$ cat src/rtl/full_sub_pkg.sv
// Shared definitions for the full-subtractor self-test engine: state encoding,
// vector sizing and the golden subtractor function.
package full_sub_pkg;

  localparam int unsigned NUM_VEC = 8;
  localparam int unsigned VEC_W   = 3;
  localparam int unsigned ERR_W   = 4;

  typedef enum logic [1:0] {
    ST_IDLE   = 2'd0,
    ST_SETTLE = 2'd1,
    ST_CHECK  = 2'd2,
    ST_DONE   = 2'd3
  } state_e;

  // Golden 1-bit full subtractor: returns {difference, borrow_out}.
  function automatic logic [1:0] full_sub_expected(input logic a, input logic b,
                                                   input logic b_in);
    logic exp_d;
    logic exp_b;
    exp_d = a ^ b ^ b_in;
    exp_b = (~a & b) | (~a & b_in) | (b & b_in);
    return {exp_d, exp_b};
  endfunction

endpackage

$ cat src/rtl/full_sub_ref_model.sv
// Combinational golden model of a 1-bit full subtractor.
// Ports:
//   a, b, b_in  in   minuend, subtrahend, borrow-in
//   exp_d       out  expected difference bit
//   exp_b       out  expected borrow-out bit
module full_sub_ref_model
  import full_sub_pkg::*;
(
  input  logic a,
  input  logic b,
  input  logic b_in,
  output logic exp_d,
  output logic exp_b
);

  always_comb begin
    {exp_d, exp_b} = full_sub_expected(a, b, b_in);
  end

endmodule

$ cat src/rtl/full_sub_bist.sv
// Self-test engine for a 1-bit full subtractor. Walks all eight {a,b,b_in}
// combinations, holds each for SETTLE_CYCLES, then compares the returned
// differ/borrow against the golden model and accumulates results.
// Optional build macro: FULL_SUB_BIST_STOP_ON_FAIL_EN -- end the run at the
// first mismatching vector instead of applying all eight.
// Ports:
//   clk, rst          clock (rising edge), asynchronous active-high reset
//   start             begin a run (honoured in IDLE or DONE only)
//   differ, borrow    response from the subtractor under test
//   a, b, b_in        registered stimulus to the subtractor
//   busy, done, pass  run status (registered)
//   err_count         mismatching vectors this run
//   fail_vec          index of the first mismatching vector
module full_sub_bist
  import full_sub_pkg::*;
#(
  parameter int unsigned SETTLE_CYCLES = 1
) (
  input  logic             clk,
  input  logic             rst,
  input  logic             start,
  input  logic             differ,
  input  logic             borrow,
  output logic             a,
  output logic             b,
  output logic             b_in,
  output logic             busy,
  output logic             done,
  output logic             pass,
  output logic [ERR_W-1:0] err_count,
  output logic [VEC_W-1:0] fail_vec
);

  localparam int unsigned CNT_W = (SETTLE_CYCLES > 1) ? $clog2(SETTLE_CYCLES) : 1;
  localparam logic [CNT_W-1:0] SETTLE_LAST = CNT_W'(SETTLE_CYCLES - 1);
  localparam logic [VEC_W-1:0] LAST_VEC    = VEC_W'(NUM_VEC - 1);

  state_e           state_q,      state_d;
  logic [VEC_W-1:0] idx_q,        idx_d;
  logic [CNT_W-1:0] settle_cnt_q, settle_cnt_d;
  logic [VEC_W-1:0] vec_q,        vec_d;
  logic             busy_q,       busy_d;
  logic             done_q,       done_d;
  logic             pass_q,       pass_d;
  logic [ERR_W-1:0] err_count_q,  err_count_d;
  logic [VEC_W-1:0] fail_vec_q,   fail_vec_d;

  logic exp_d_c;
  logic exp_b_c;
  logic mismatch_c;
  logic stop_c;

  // Golden response for the vector currently being applied.
  full_sub_ref_model u_ref (
    .a     (idx_q[2]),
    .b     (idx_q[1]),
    .b_in  (idx_q[0]),
    .exp_d (exp_d_c),
    .exp_b (exp_b_c)
  );

  assign mismatch_c = (differ != exp_d_c) || (borrow != exp_b_c);

  // A run ends on the last vector, or on the first mismatch when stop-on-fail is built in.
`ifdef FULL_SUB_BIST_STOP_ON_FAIL_EN
  assign stop_c = (idx_q == LAST_VEC) || mismatch_c;
`else
  assign stop_c = (idx_q == LAST_VEC);
`endif

  // Next-state and next-output logic.
  always_comb begin
    state_d      = state_q;
    idx_d        = idx_q;
    settle_cnt_d = settle_cnt_q;
    vec_d        = vec_q;
    busy_d       = busy_q;
    done_d       = done_q;
    pass_d       = pass_q;
    err_count_d  = err_count_q;
    fail_vec_d   = fail_vec_q;

    case (state_q)
      ST_IDLE, ST_DONE: begin
        if (start) begin
          state_d      = ST_SETTLE;
          idx_d        = '0;
          settle_cnt_d = '0;
          vec_d        = '0;
          busy_d       = 1'b1;
          done_d       = 1'b0;
          pass_d       = 1'b0;
          err_count_d  = '0;
          fail_vec_d   = '0;
        end
      end

      ST_SETTLE: begin
        if (settle_cnt_q == SETTLE_LAST) begin
          state_d = ST_CHECK;
        end else begin
          settle_cnt_d = settle_cnt_q + CNT_W'(1);
        end
      end

      ST_CHECK: begin
        if (mismatch_c) begin
          err_count_d = err_count_q + ERR_W'(1);
          if (err_count_q == '0) begin
            fail_vec_d = idx_q;
          end
        end
        if (stop_c) begin
          state_d = ST_DONE;
          vec_d   = '0;
          busy_d  = 1'b0;
          done_d  = 1'b1;
          pass_d  = (err_count_d == '0);
        end else begin
          state_d      = ST_SETTLE;
          idx_d        = idx_q + VEC_W'(1);
          settle_cnt_d = '0;
          vec_d        = idx_q + VEC_W'(1);
        end
      end

      default: begin
        state_d = ST_IDLE;
      end
    endcase
  end

  // State and result registers.
  always_ff @(posedge clk or posedge rst) begin
    if (rst) begin
      state_q      <= ST_IDLE;
      idx_q        <= '0;
      settle_cnt_q <= '0;
      vec_q        <= '0;
      busy_q       <= 1'b0;
      done_q       <= 1'b0;
      pass_q       <= 1'b0;
      err_count_q  <= '0;
      fail_vec_q   <= '0;
    end else begin
      state_q      <= state_d;
      idx_q        <= idx_d;
      settle_cnt_q <= settle_cnt_d;
      vec_q        <= vec_d;
      busy_q       <= busy_d;
      done_q       <= done_d;
      pass_q       <= pass_d;
      err_count_q  <= err_count_d;
      fail_vec_q   <= fail_vec_d;
    end
  end

  assign a         = vec_q[2];
  assign b         = vec_q[1];
  assign b_in      = vec_q[0];
  assign busy      = busy_q;
  assign done      = done_q;
  assign pass      = pass_q;
  assign err_count = err_count_q;
  assign fail_vec  = fail_vec_q;

endmodule
$ cat config.mk
export PLATFORM = sky130hd
export DESIGN_NAME = full_sub_bist
export DESIGN_NICKNAME = d
export VERILOG_FILES = /design/src/rtl/full_sub_pkg.sv /design/src/rtl/full_sub_ref_model.sv /design/src/rtl/full_sub_bist.sv
export SDC_FILE = /design/constraint.sdc
export NUM_CORES = 1
export LEC_CHECK = 0
export ABC_AREA = 1
export ABC_CLOCK_PERIOD_IN_PS = 4110
export BUFFER_PORTS_ARGS = -buffer_cell sky130_fd_sc_hd__buf_2
export CORE_AREA = 2 2 43 55
export DETAILED_ROUTE_END_ITERATION = 12
export DIE_AREA = 0 0 45 57
export GPL_TIMING_DRIVEN = 1
export PLACE_DENSITY = 0.73
export REMOVE_ABC_BUFFERS = 1
export SYNTH_ARGS = -nofsm -noshare
export SYNTH_HDL_FRONTEND = slang
export SYNTH_SLANG_ARGS = --single-unit
$ cat constraint.sdc
create_clock -name clk -period 4.11 [get_ports clk]
set_input_delay 0.2055 -clock clk [delete_from_list [all_inputs] [get_ports clk]]
set_output_delay 0.2055 -clock clk [all_outputs]
set_load 0.1 [all_outputs]
After elaboration in Yosys (flattened, before gate mapping)
Index checks and enable logic that the tools add are counted.
W data, S select, Z words.
{"block": "word_totals", "word_cells": 71, "reg_bits": 19, "out_inout_bits": 13, "inputBits": 5}
{"block": "classes", "muxes": 27, "bitwise_logic": 8, "eq_ne": 12, "n_addsub": 3, "n_reduce_logical": 12}
{"op": "$pmux W3 S2", "count": 3}
{"op": "$mux W3", "count": 5}
{"op": "$mux W4", "count": 3}
{"op": "$ne A2 B2 Y1 const B", "count": 6}
{"op": "$logic_not A4 Y1", "count": 2}
{"op": "$pmux W4 S2", "count": 1}
{"op": "$mux W1", "count": 7}
{"op": "$mux W2", "count": 3}
{"op": "$pmux W1 S2", "count": 3}
{"op": "$pmux W2 S3", "count": 1}
{"op": "$reduce_and A2 Y1", "count": 3}
{"op": "$reduce_and A3 Y1", "count": 2}
{"op": "$add A4 B1 Y4 const B", "count": 1}
{"op": "$eq A2 B2 Y1 const B", "count": 2}
{"op": "$reduce_and A4 Y1", "count": 1}
{"op": "$add A3 B1 Y3 const B", "count": 1}
{"op": "$and A1 B1 Y1", "count": 3}
{"op": "$eq A3 B3 Y1 const B", "count": 1}
{"op": "$pmux W1 S3", "count": 1}
{"op": "$eq A2 B1 Y1 const B", "count": 1}
{"op": "$logic_not A2 Y1", "count": 1}
{"op": "$ne A1 B1 Y1", "count": 2}
{"op": "$or A1 B1 Y1", "count": 2}
{"op": "$reduce_bool A2 Y1", "count": 1}
{"op": "5 further kinds", "count": 6}

Longest topological paths before layout
Gate-level depths: netlist of run 1.
{"block": "depth", "word_depth": 11, "depth_mapped": 11, "ltp_nobuf": 11}

Modules after synthesis
A second synthesis of run 1 with hierarchy kept.
{"block": "hier_totals", "hier_cells": 127, "hier_area_um2": 1031.0}
{"module": "full_sub_bist", "area_each_um2": 1003.5, "seq_area_each_um2": 450.4, "instances": 1, "cells_each": 124}
{"module": "full_sub_ref_model", "area_each_um2": 27.5, "seq_area_each_um2": 0.0, "instances": 1, "cells_each": 3}

Least setup slack after synthesis of run 1
OpenSTA, ideal clock, no wires.
{"block": "synth_timing", "kind": "register to register", "from": "register err_count_q[0], in the netlist err_count[0]", "to": "register fail_vec_q[0], in the netlist fail_vec[0]", "n_path_buf": 0, "required_ns": 4.033, "path_stages_with_launch": 8, "setup_ns": 0.077, "path_slack_ns": 2.291, "synth_period_minus_slack_ns": 1.819, "arrival_ns": 1.742, "cell_sequence": "dfrtp_1 inv_1 ha_1 nand3_1 nand2_1 nand3_2 nand2_1 o21ai_1"}
{"block": "synth_via", "elab_chain_len": 3}
{"element": "start: declaration", "line_no": "full_sub_bist.sv:45", "text": "logic [ERR_W-1:0] err_count_q, err_count_d;"}
{"element": "start signal: assignment", "line_no": "full_sub_bist.sv:153", "text": "err_count_q <= err_count_d;"}
{"element": "$logic_not A4 Y1", "line_no": "full_sub_bist.sv:109", "text": "if (err_count_q == '0) begin"}
{"element": "$ne A2 B2 Y1 (no source line)"}
{"element": "$reduce_and A4 Y1 (no source line)"}
{"element": "end signal: assignment", "line_no": "full_sub_bist.sv:154", "text": "fail_vec_q <= fail_vec_d;"}
{"element": "end: declaration", "line_no": "full_sub_bist.sv:46", "text": "logic [VEC_W-1:0] fail_vec_q, fail_vec_d;"}
No other way between the ends.
A chain may end at the register's enable or synchronous reset.

Worst setup path in the final report of run 1
{"block": "layout_timing", "from": "register idx_q[0]", "to": "register pass_q, in the netlist pass"}
{"block": "layout_via", "elab_chain_len": 10, "elab_cells_between_ends": 16, "cone_classes": "4 x eq/ne; 4 x mux; 5 x bitwise; 3 x reduce/logical"}
{"element": "start: declaration", "line_no": "full_sub_bist.sv:39", "text": "logic [VEC_W-1:0] idx_q, idx_d;"}
{"element": "start signal: assignment", "line_no": "full_sub_bist.sv:147", "text": "idx_q <= idx_d;"}
{"element": "$and A1 B1 Y1", "line_no": "full_sub_pkg.sv:22", "text": "exp_b = (~a & b) | (~a & b_in) | (b & b_in);"}
{"element": "$or A1 B1 Y1 (2 in a row)", "line_no": "full_sub_pkg.sv:22"}
{"element": "$ne A1 B1 Y1", "line_no": "full_sub_bist.sv:62", "text": "assign mismatch_c = (differ != exp_d_c) || (borrow != exp_b_c);"}
{"element": "$logic_or A1 B1 Y1", "line_no": "full_sub_bist.sv:62"}
{"element": "$mux W4", "line_no": "full_sub_bist.sv:107", "text": "if (mismatch_c) begin"}
{"element": "$mux W4", "line_no": "full_sub_bist.sv:83", "text": "case (state_q)"}
{"element": "$logic_not A4 Y1", "line_no": "full_sub_bist.sv:118", "text": "pass_d = (err_count_d == '0);"}
{"element": "$mux W1", "line_no": "full_sub_bist.sv:113", "text": "if (stop_c) begin"}
{"element": "$pmux W1 S2", "line_no": "full_sub_bist.sv:83"}
{"element": "end signal: assignment", "line_no": "full_sub_bist.sv:152", "text": "pass_q <= pass_d;"}
{"element": "end: declaration", "line_no": "full_sub_bist.sv:44", "text": "logic pass_q, pass_d;"}
Several ways; a longest one is shown, not always the timed one. The select of a mux whose other input is x is not followed.

==> qor.yml, run 1 <==
synth:
  synth_area_um2: 991
  syn_avg_cell_area_um2: 7.99
  synthDistinctLibCells: 17
  ys_seq_elements: 18
  syn_inst: 124
  yosysWarnings: 0
  synth_seq_area_share_pct: 45.5
layout:
  layout.cells.non_filler: 166
  area_growth_syn_to_layout_pct: 14.9
  seqCellArea_um2: 450
  finalInstanceArea_um2: 1140
  antenna_cells: 0
  layout-drive-gt1-share_pct: 18.6
  utilization_pct: 54.4
  multi_input_area_um2: 465
  nFillCells: 201
  nNetsFinal: 158
global_route:
  grt_usage_pct: 17.5
  overflow: 0
  grt_pass1_vias: 784
  grt_max_degree: 19
  antenna_found_initial: 0
  grt_pass1_wl_um: 3330
detailed_routing:
  via_per_inst: 5.20
  antenna_left: 0
  drt-pass1-iter-count: 4
  wirelength_um: 1920
  vias: 864
  drc: 0
  drt_iter0_markers: 27
  post_drt_wl_per_cell_um: 11.6
die:
  die_h_um: 57
  design.die.area_um2: 2570
  fp.dieW_um: 45
  rows: 19
  core_area_um2: 2090
  start_util_pct: 47.4
  io_pins: 18
flow_run:
  maxCapViolations: 0
power:
  pwr-share-clk_pct: 14.4
  powerDensity_nw_per_um2: 680
  leakagePower_nw: 0.637
  p_sw_mw: 0.412
  ir_drop_v: 0.000500
  sequentialPowerShare_pct: 30.6
  p_total_mw: 0.774
  p_int_mw: 0.362
  swShare_pct: 53.2
  combPwrFrac_pct: 55.0
clock_network:
  clock_latency_ns: 0.30
  cts_buffers: 3
  ctsHtreeMaxLevel: 1
  hold_buffers: 0
  clkSinkCount: 18
  cts_tree: "done"
  root_buffer: "clkbuf_4"
  clock_path_buffers: 2
  cts_resized: 0
  path_clk_slew_ns: 0.11
  cts_setup_buffers: 0
timing:
  skew_ns: 0.0111
  fin_crit_sh_pct: 44.1
  finalWorstSetupSlack_ns: 2.30
  period_needed_ns: 1.81
  clock.fmax_ghz: 0.551
  slew_viol_final: 0
  slew_headroom_pct: 54.9
  tightest_slew_ns: 0.676
  setup_tns_ns: 0
  hold_viol_final: 18
  setup_viol: 0
  hold_slack_ns: -0.0201
  rsz0062_at_grt: "no"
outcome:
  status: "finished, violations left"
  violations: "hold timing"
critical_path:
  endpoint_kind: "register"
  critical_path_class: "register to register"
  cp-start-kind: "register"
  cp.arrival_ns: 2.02
  cp_max_fo: 6
  worstPathRequired_ns: 4.32
hold_path:
  hold_class: "input port to async pin"
place:
  port_buffers: 17
  dpl.cell_count: 162
  dp_slack_ns: 2.31
  post_dp_cell_area_um2: 1100
  gp_routability_congestion: 0.861
  dp_hpwl_um: 1460
area by class of cell:
cell class                 count  share of cell area, %
clock buffer                   4                   3.19
inverter                      20                   6.59
multi-input combinational     86                   40.9
sequential                    18                   39.6
tap                           21                   2.31
timing repair buffer          17                   7.47
flip-flops by register name, indices dropped and copies added (netlist names):
| signal | flops |
|---|---|
| vec_q | 3 |
| state_q | 2 |
| busy | 1 |
| pass | 1 |
| fail_vec | 3 |
| done | 1 |
| idx_q | 3 |
| err_count | 4 |
logic make-up (layout without fill, tap and decap cells):
| logic type | after synthesis | count (layout) | share of synthesized area (%) |
|---|---|---|---|
| compound gates | 19 | 19 | 11.0 |
| xor+xnor | 1 | 1 | 0.884 |
| fa+ha+maj | 7 | 7 | 9.60 |
| buf+inv | 20 | 41 | 7.58 |
| flops | 18 | 18 | 45.5 |
| simple gates | 59 | 59 | 25.5 |
metal layers:
layer | part of all wire [%] | wire length (µm) | up-vias | global-route usage, %
met5 | 0 | 0 | - | 0
met4 | 2.0 | 38 | 0 | 8.82
met2 | 48 | 914 | 14 | 26.7
met3 | 2.9 | 56 | 6 | 2.85
met1 | 48 | 915 | 408 | 23.8
li1 | - | - | 436 | -
placed cells by master, fill, tap and decap left out:
cell      instances
xor2_1            1
clkbuf_4          3
nand2_1          37
inv_2             2
clkbuf_8          1
buf_2            17
nor2_1            8
nor2_4            1
nor2_2            1
a21oi_4           1
dfrtp_1          18
o21ai_0          12
ha_1              6
inv_1            18
nand3_2           1
fa_1              1
o21ai_1           5
nand3_1          10
o31ai_1           1
nand4_1           1
power by group through the flow:
stage                     sequential, mW  combinational (mW)  clock (mW)
final                              0.237               0.426       0.111
after global routing               0.241               0.476       0.118
after CTS                          0.237               0.428       0.113
after detailed placement           0.240               0.426           0
after global placement             0.236               0.419           0
after floorplan                    0.347               0.235           0
synthesized netlist by cell type:
master / n / area, µm²
nand3_1: 10 / 50.1
o21ai_0: 12 / 60.1
xor2_1: 1 / 8.76
nand3_2: 1 / 10.0
ha_1: 6 / 75.1
fa_1: 1 / 20.0
a21oi_4: 1 / 16.3
nand2_1: 37 / 139
nor2_1: 8 / 30.0
inv_2: 2 / 7.51
o31ai_1: 1 / 7.51
o21ai_1: 5 / 25.0
nand4_1: 1 / 6.26
dfrtp_1: 18 / 450
nor2_4: 1 / 11.3
nor2_2: 1 / 6.26
inv_1: 18 / 67.6
critical path, stage by stage (launching register included):
cell,delay (ns)
dfrtp_1,0.39
inv_1,0.09
fa_1,0.56
inv_1,0.04
nand2_1,0.05
nand2_1,0.12
nand2_1,0.16
nand2_1,0.06
nand2_1,0.08
nor2_1,0.06
nand2_1,0.06
nand2_1,0.05
worst paths after layout:
check	start	to	slack, ns	cells after the start
min reg2reg	vec_q[1]$_DFFE_PP0P_	vec_q[1]$_DFFE_PP0P_	0.49	2
max	idx_q[0]$_DFFE_PP0P_	pass$_DFFE_PP0P_	2.30	11
min in group clk	start	state_q[0]$_DFFE_PP0P_	0.23	4
min	rst	vec_q[2]$_DFFE_PP0P_	-0.02	2
max in group asynchronous	rst	vec_q[1]$_DFFE_PP0P_	3.69	2
max reg2reg	idx_q[0]$_DFFE_PP0P_	pass$_DFFE_PP0P_	2.30	11
No activity file was read; power rests on OpenSTA's default activity.
==> inputs of run 2 (changes only) <==
Settings changed: ABC_CLOCK_PERIOD_IN_PS 4110 to 1700.
Clock period 4.11 ns to 1.7 ns, I/O delays scaled along.
==> run 2 against run 1 <==
  * The run now ends clean
  * Largest cell class unchanged
  * Via count increased by 4.5%
  * Count of clock-buffer cells in the layout is the same
  * Clock power increased by 150%
  * Cell count increased by 4.8%
  * Fmax grew 7.6%
==> qor.yml, run 2 (synthesis results as in run 1) <==
outcome:
  status: "finished, final reports clean"
critical_path:
  worstPathRequired_ns: 1.91
  cp.arrival_ns: 1.89
  endpoint_kind: "register"
  cp-start-kind: "register"
  r2r_cells: 11
  critical_path_class: "register to register"
  cp_max_fo: 6
place:
  dpl.cell_count: 166
  dp_hpwl_um: 1440
  gp_routability_congestion: 0.873
  port_buffers: 17
global_route:
  overflow: 0
  grt_pass1_wl_um: 3290
  grt_usage_pct: 17.3
  grt_max_degree: 19
  grt_pass1_vias: 783
  antenna_found_initial: 0
flow_run:
  maxCapViolations: 0
timing:
  hold_slack_ns: 0.0957
  rsz0062_at_grt: "yes"
  setup_viol: 0
  period_needed_ns: 1.69
  skew_ns: 0.00153
  clock.fmax_ghz: 0.593
  fin_crit_sh_pct: 99.2
  tightest_slew_ns: 0.708
  hold_viol_final: 0
  slew_headroom_pct: 52.7
  slew_viol_final: 0
detailed_routing:
  vias: 903
  drt-pass1-iter-count: 6
  antenna_left: 0
  drc: 0
  post_drt_wl_per_cell_um: 12.7
  drt_iter0_markers: 33
  via_per_inst: 5.19
  wirelength_um: 2210
power:
  ir_drop_v: 0.000978
  powerDensity_nw_per_um2: 1700
  leakagePower_nw: 0.683
  p_total_mw: 2.17
layout:
  seqCellArea_um2: 450
  layout-drive-gt1-share_pct: 35.9
  area_growth_syn_to_layout_pct: 28.8
  antenna_cells: 0
  multi_input_area_um2: 541
  nNetsFinal: 166
  largest_register_ffs: 4
  nFillCells: 197
  final_common_cell: "nand2_1"
  layout_common_cells: "nand2_1 (25), dfrtp_1 (18), buf_2 (17)"
  layout.cells.non_filler: 174
clock_network:
  cts_tree: "done"
  clock_path_buffers: 2
  clkSinkCount: 18
  clock_latency_ns: 0.30
  root_buffer: "clkbuf_4"
  ctsHtreeMaxLevel: 1
  cts_buffers: 3
  path_clk_slew_ns: 0.11
die:
  io_pins: 18
  design.die.area_um2: 2570
  start_util_pct: 47.4
  rows: 19
  core_area_um2: 2090
  fp.dieW_um: 45
  die_h_um: 57
hold_path:
  hold_class: "input port to register"
  holdPathStages: 4
run 2: area by class of cell:
type                       count  share of cell area [%]
inverter                      20                    5.88
multi-input combinational     86                    42.4
tap                           21                    2.06
clock buffer                   4                    2.84
sequential                    18                    35.3
timing repair buffer          25                    11.6
run 2: final timing paths:
check                                startpoint  slack, ns                       to
min in group asynchronous                   rst       0.43     idx_q[1]$_DFFE_PP0P_
max                        idx_q[1]$_DFFE_PP0P_       0.01         pass$_DFFE_PP0P_
max reg2reg                idx_q[1]$_DFFE_PP0P_       0.01         pass$_DFFE_PP0P_
max in group asynchronous                   rst       0.83  fail_vec[0]$_DFFE_PP0P_
min reg2reg                vec_q[0]$_DFFE_PP0P_       0.48     vec_q[0]$_DFFE_PP0P_
min                                       start        0.1   state_q[0]$_DFFE_PP0P_
run 2: critical path, cell delays in order, from the launching register on:
cell and delay [ns]:
dfrtp_1 0.37, inv_2 0.05, fa_1 0.57, inv_1 0.06, nand2_2 0.08, nand2_4 0.09, nand2_4 0.09, nand2_2 0.06
nand2_2 0.08, nor2_1 0.05, nand2_1 0.05, nand2_1 0.04
run 2: stage by stage:
step / setup WS, ns / setup TNS (ns) / area, µm² / utilization (%)
2_1_floorplan: -0.119 / -0.572 / 991 / -
3_3_place_gp: 0.0300 / 0 / 1130 / 54.1
3_5_place_dp: -0.0260 / -0.0349 / 1130 / 54.1
4_1_cts: 0.0317 / 0 / 1180 / 56.6
5_1_grt: -0.108 / -0.296 / 1280 / 61.0
6_report: 0.0141 / 0 / 1280 / 61.0
run 2: per-layer routing:
metal	part of all wire, %	track usage (%)
met2	50	26.9
met3	3.6	1.90
met4	1.9	8.82
met5	0	0
met1	44	23.4
run 2: what timing repair did:
action / 4_1_cts / 5_1_grt
pin swaps: 0 / 9
hold buffers: 1 / 0
hold endpoints to repair: 18 / 0
endpoints found under the setup margin: 4 / 13
setup buffers: 0 / 3
gates resized for setup: 2 / 25
run 2: power by group:
group	leakage, nW	total (mW)	internal, mW	switching, mW
Combinational	0.422	1.33	0.398	0.929
Clock	0.0210	0.277	0.131	0.146
Sequential	0.240	0.567	0.507	0.0606
==> inputs of run 3 (changes only) <==
Settings changed: PLACE_DENSITY 0.73 to default, PLACE_DENSITY_LB_ADDON from default to 0.3.
==> run 3 against run 2 <==
  * The run now ends with setup timing left
  * Sequential share of layout area grew 0.14 points
  * Setup slack worse by 0.077 ns
  * Count of clock-buffer cells in the layout stayed put
  * Sequential power barely moved
  * Via count is 1.6% lower
  * Clock power increased by 2%
  * Core utilization shrank 0.24 points
  * Critical path type unchanged
==> qor.yml, run 3 (synthesis results as in run 1) <==
outcome:
  status: "finished, violations left"
  violations: "setup timing"
power:
  leakagePower_nw: 0.684
  powerDensity_nw_per_um2: 1720
  ir_drop_v: 0.000953
  p_total_mw: 2.18
detailed_routing:
  drc: 0
  antenna_left: 0
  via_per_inst: 5.11
  drt-pass1-iter-count: 4
  vias: 889
  post_drt_wl_per_cell_um: 13.5
  wirelength_um: 2340
  drt_iter0_markers: 27
critical_path:
  r2r_cells: 9
  cp-start-kind: "register"
  ff2ff_setup_slack_ns: -0.06
  path_depth: 9
  critical_path_class: "register to register"
  path_cells: "inv_2 -> fa_1 -> inv_1 -> nand2_2 -> nand2_4 -> nand3_2 -> nand3_4 -> nand2_1 -> o21ai_1"
  endpoint_kind: "register"
  max_stage_delay_ns: 0.58
  critPathTopFamily: "adder cells"
  r2r-start: "idx_q[1]$_DFFE_PP0P_"
  cp_slowest_cell: "fa_1"
  worstPathRequired_ns: 1.90
  crit_buf_inv: 2
  cp_max_fo: 6
  r2r_end: "fail_vec[1]$_DFFE_PP0P_"
  crit_start: "idx_q[1]$_DFFE_PP0P_"
  crit_path_end: "fail_vec[1]$_DFFE_PP0P_"
  cp.arrival_ns: 1.96
timing:
  clock.fmax_ghz: 0.567
  skew_ns: 0.00666
  finalWorstSetupSlack_ns: -0.0624
  hold_slack_ns: 0.103
  slew_headroom_pct: 51.8
  rsz0062_at_grt: "yes"
  tightest_slew_ns: 0.723
  slew_viol_final: 0
  period_needed_ns: 1.76
  setup_viol: 7
  hold_viol_final: 0
  fin_crit_sh_pct: 104
place:
  post_dp_cell_area_um2: 1130
  port_buffers: 17
  dp_hpwl_um: 1600
  gp_routability_congestion: 0.932
  dp_slack_ns: -0.0413
layout:
  area_growth_syn_to_layout_pct: 28.3
  final_common_cell: "nand2_1"
  seqCellArea_um2: 450
  layout-drive-gt1-share_pct: 34.0
  nNetsFinal: 166
  finalInstanceArea_um2: 1270
  nFillCells: 186
  layout_common_cells: "nand2_1 (26), dfrtp_1 (18), buf_2 (17)"
  utilization_pct: 60.8
  multi_input_area_um2: 536
  antenna_cells: 0
  largest_register_ffs: 4
clock_network:
  clock_path_buffers: 2
  clock_latency_ns: 0.31
  cts_tree: "done"
  clkSinkCount: 18
  cts_buffers: 3
  path_clk_slew_ns: 0.11
  root_buffer: "clkbuf_4"
  ctsHtreeMaxLevel: 1
global_route:
  grt_pass1_vias: 788
  grt_usage_pct: 19.4
  antenna_found_initial: 0
  overflow: 0
  grt_max_degree: 19
  grt_pass1_wl_um: 3580
die:
  io_pins: 18
  fp.dieW_um: 45
  core_area_um2: 2090
  start_util_pct: 47.4
  design.die.area_um2: 2570
  rows: 19
  die_h_um: 57
flow_run:
  maxCapViolations: 0
hold_path:
  hold_class: "input port to register"
  hp-start: "start"
==> run 3: cell types whose count changed in the layout (fill, tap and decap cells not counted) <==
cell and delta:
ha_1 +1, ha_2 -1, inv_1 +1, inv_2 -1, nand2_1 +1, nand2_2 -1
o21ai_0 -2, o21ai_1 +2
==> run 3: routing by layer <==
metal,track usage (%),vias to the layer above,share of wire (%)
met4,10.1,0,2.8
met5,0,-,0
met1,25.7,411,43
met3,3.80,7,3.7
met2,29.6,22,51
li1,-,449,-
==> run 3: metrics by stage <==
| stage | TNS, ns | instances |
|---|---|---|
| after floorplan | -0.572 | 124 |
| after global routing | -0.806 | 174 |
| after global placement | 0 | 166 |
| after detailed placement | -0.0880 | 166 |
| after CTS | 0 | 171 |
| final | -0.190 | 174 |
==> run 3: cell type report <==
class / instances / area share, %
Inverter: 20 / 5.91
Multi-Input combinational cell: 86 / 42.1
Sequential cell: 18 / 35.4
Clock buffer: 4 / 2.85
Tap cell: 21 / 2.07
Timing Repair Buffer: 25 / 11.6
==> run 3: worst reg2reg max path: cells and delay by family, from the launching register on <==
family | cells | cell delay, ns
AND/OR/NAND/NOR | 5 | 0.49
flip-flops | 1 | 0.38
AO/OA/AOI/OAI | 1 | 0.07
buffers and inverters | 2 | 0.13
adder cells (fa/ha/maj) | 1 | 0.58
==> run 3: where the power goes <==
part           leakage [nW]  internal (mW)  total (mW)  switching (mW)
registers             0.240          0.506       0.565          0.0582
logic                 0.423          0.391        1.34           0.945
clock network        0.0210          0.131       0.282           0.151
==> run 3: how the worst min path moves through the flow <==
stage	end	slack [ns]	cells after the start
after floorplan	busy$_DFFE_PP0P_	0.02	1
after global placement	fail_vec[2]$_DFFE_PP0P_	0.22	2
after detailed placement	idx_q[1]$_DFFE_PP0P_	0.24	2
after CTS	state_q[0]$_DFFE_PP0P_	0.1	4
after global routing	state_q[0]$_DFFE_PP0P_	0.11	4
final	state_q[0]$_DFFE_PP0P_	0.10	4
==> run 3: what timing repair did <==
action                     CTS  global route
setup buffers                0             3
cloned                       0             0
hold buffers                 1             0
pin swaps                    0            11
hold endpoints to repair    18             0
gates resized for setup      2            24
setup endpoints to repair    8            13
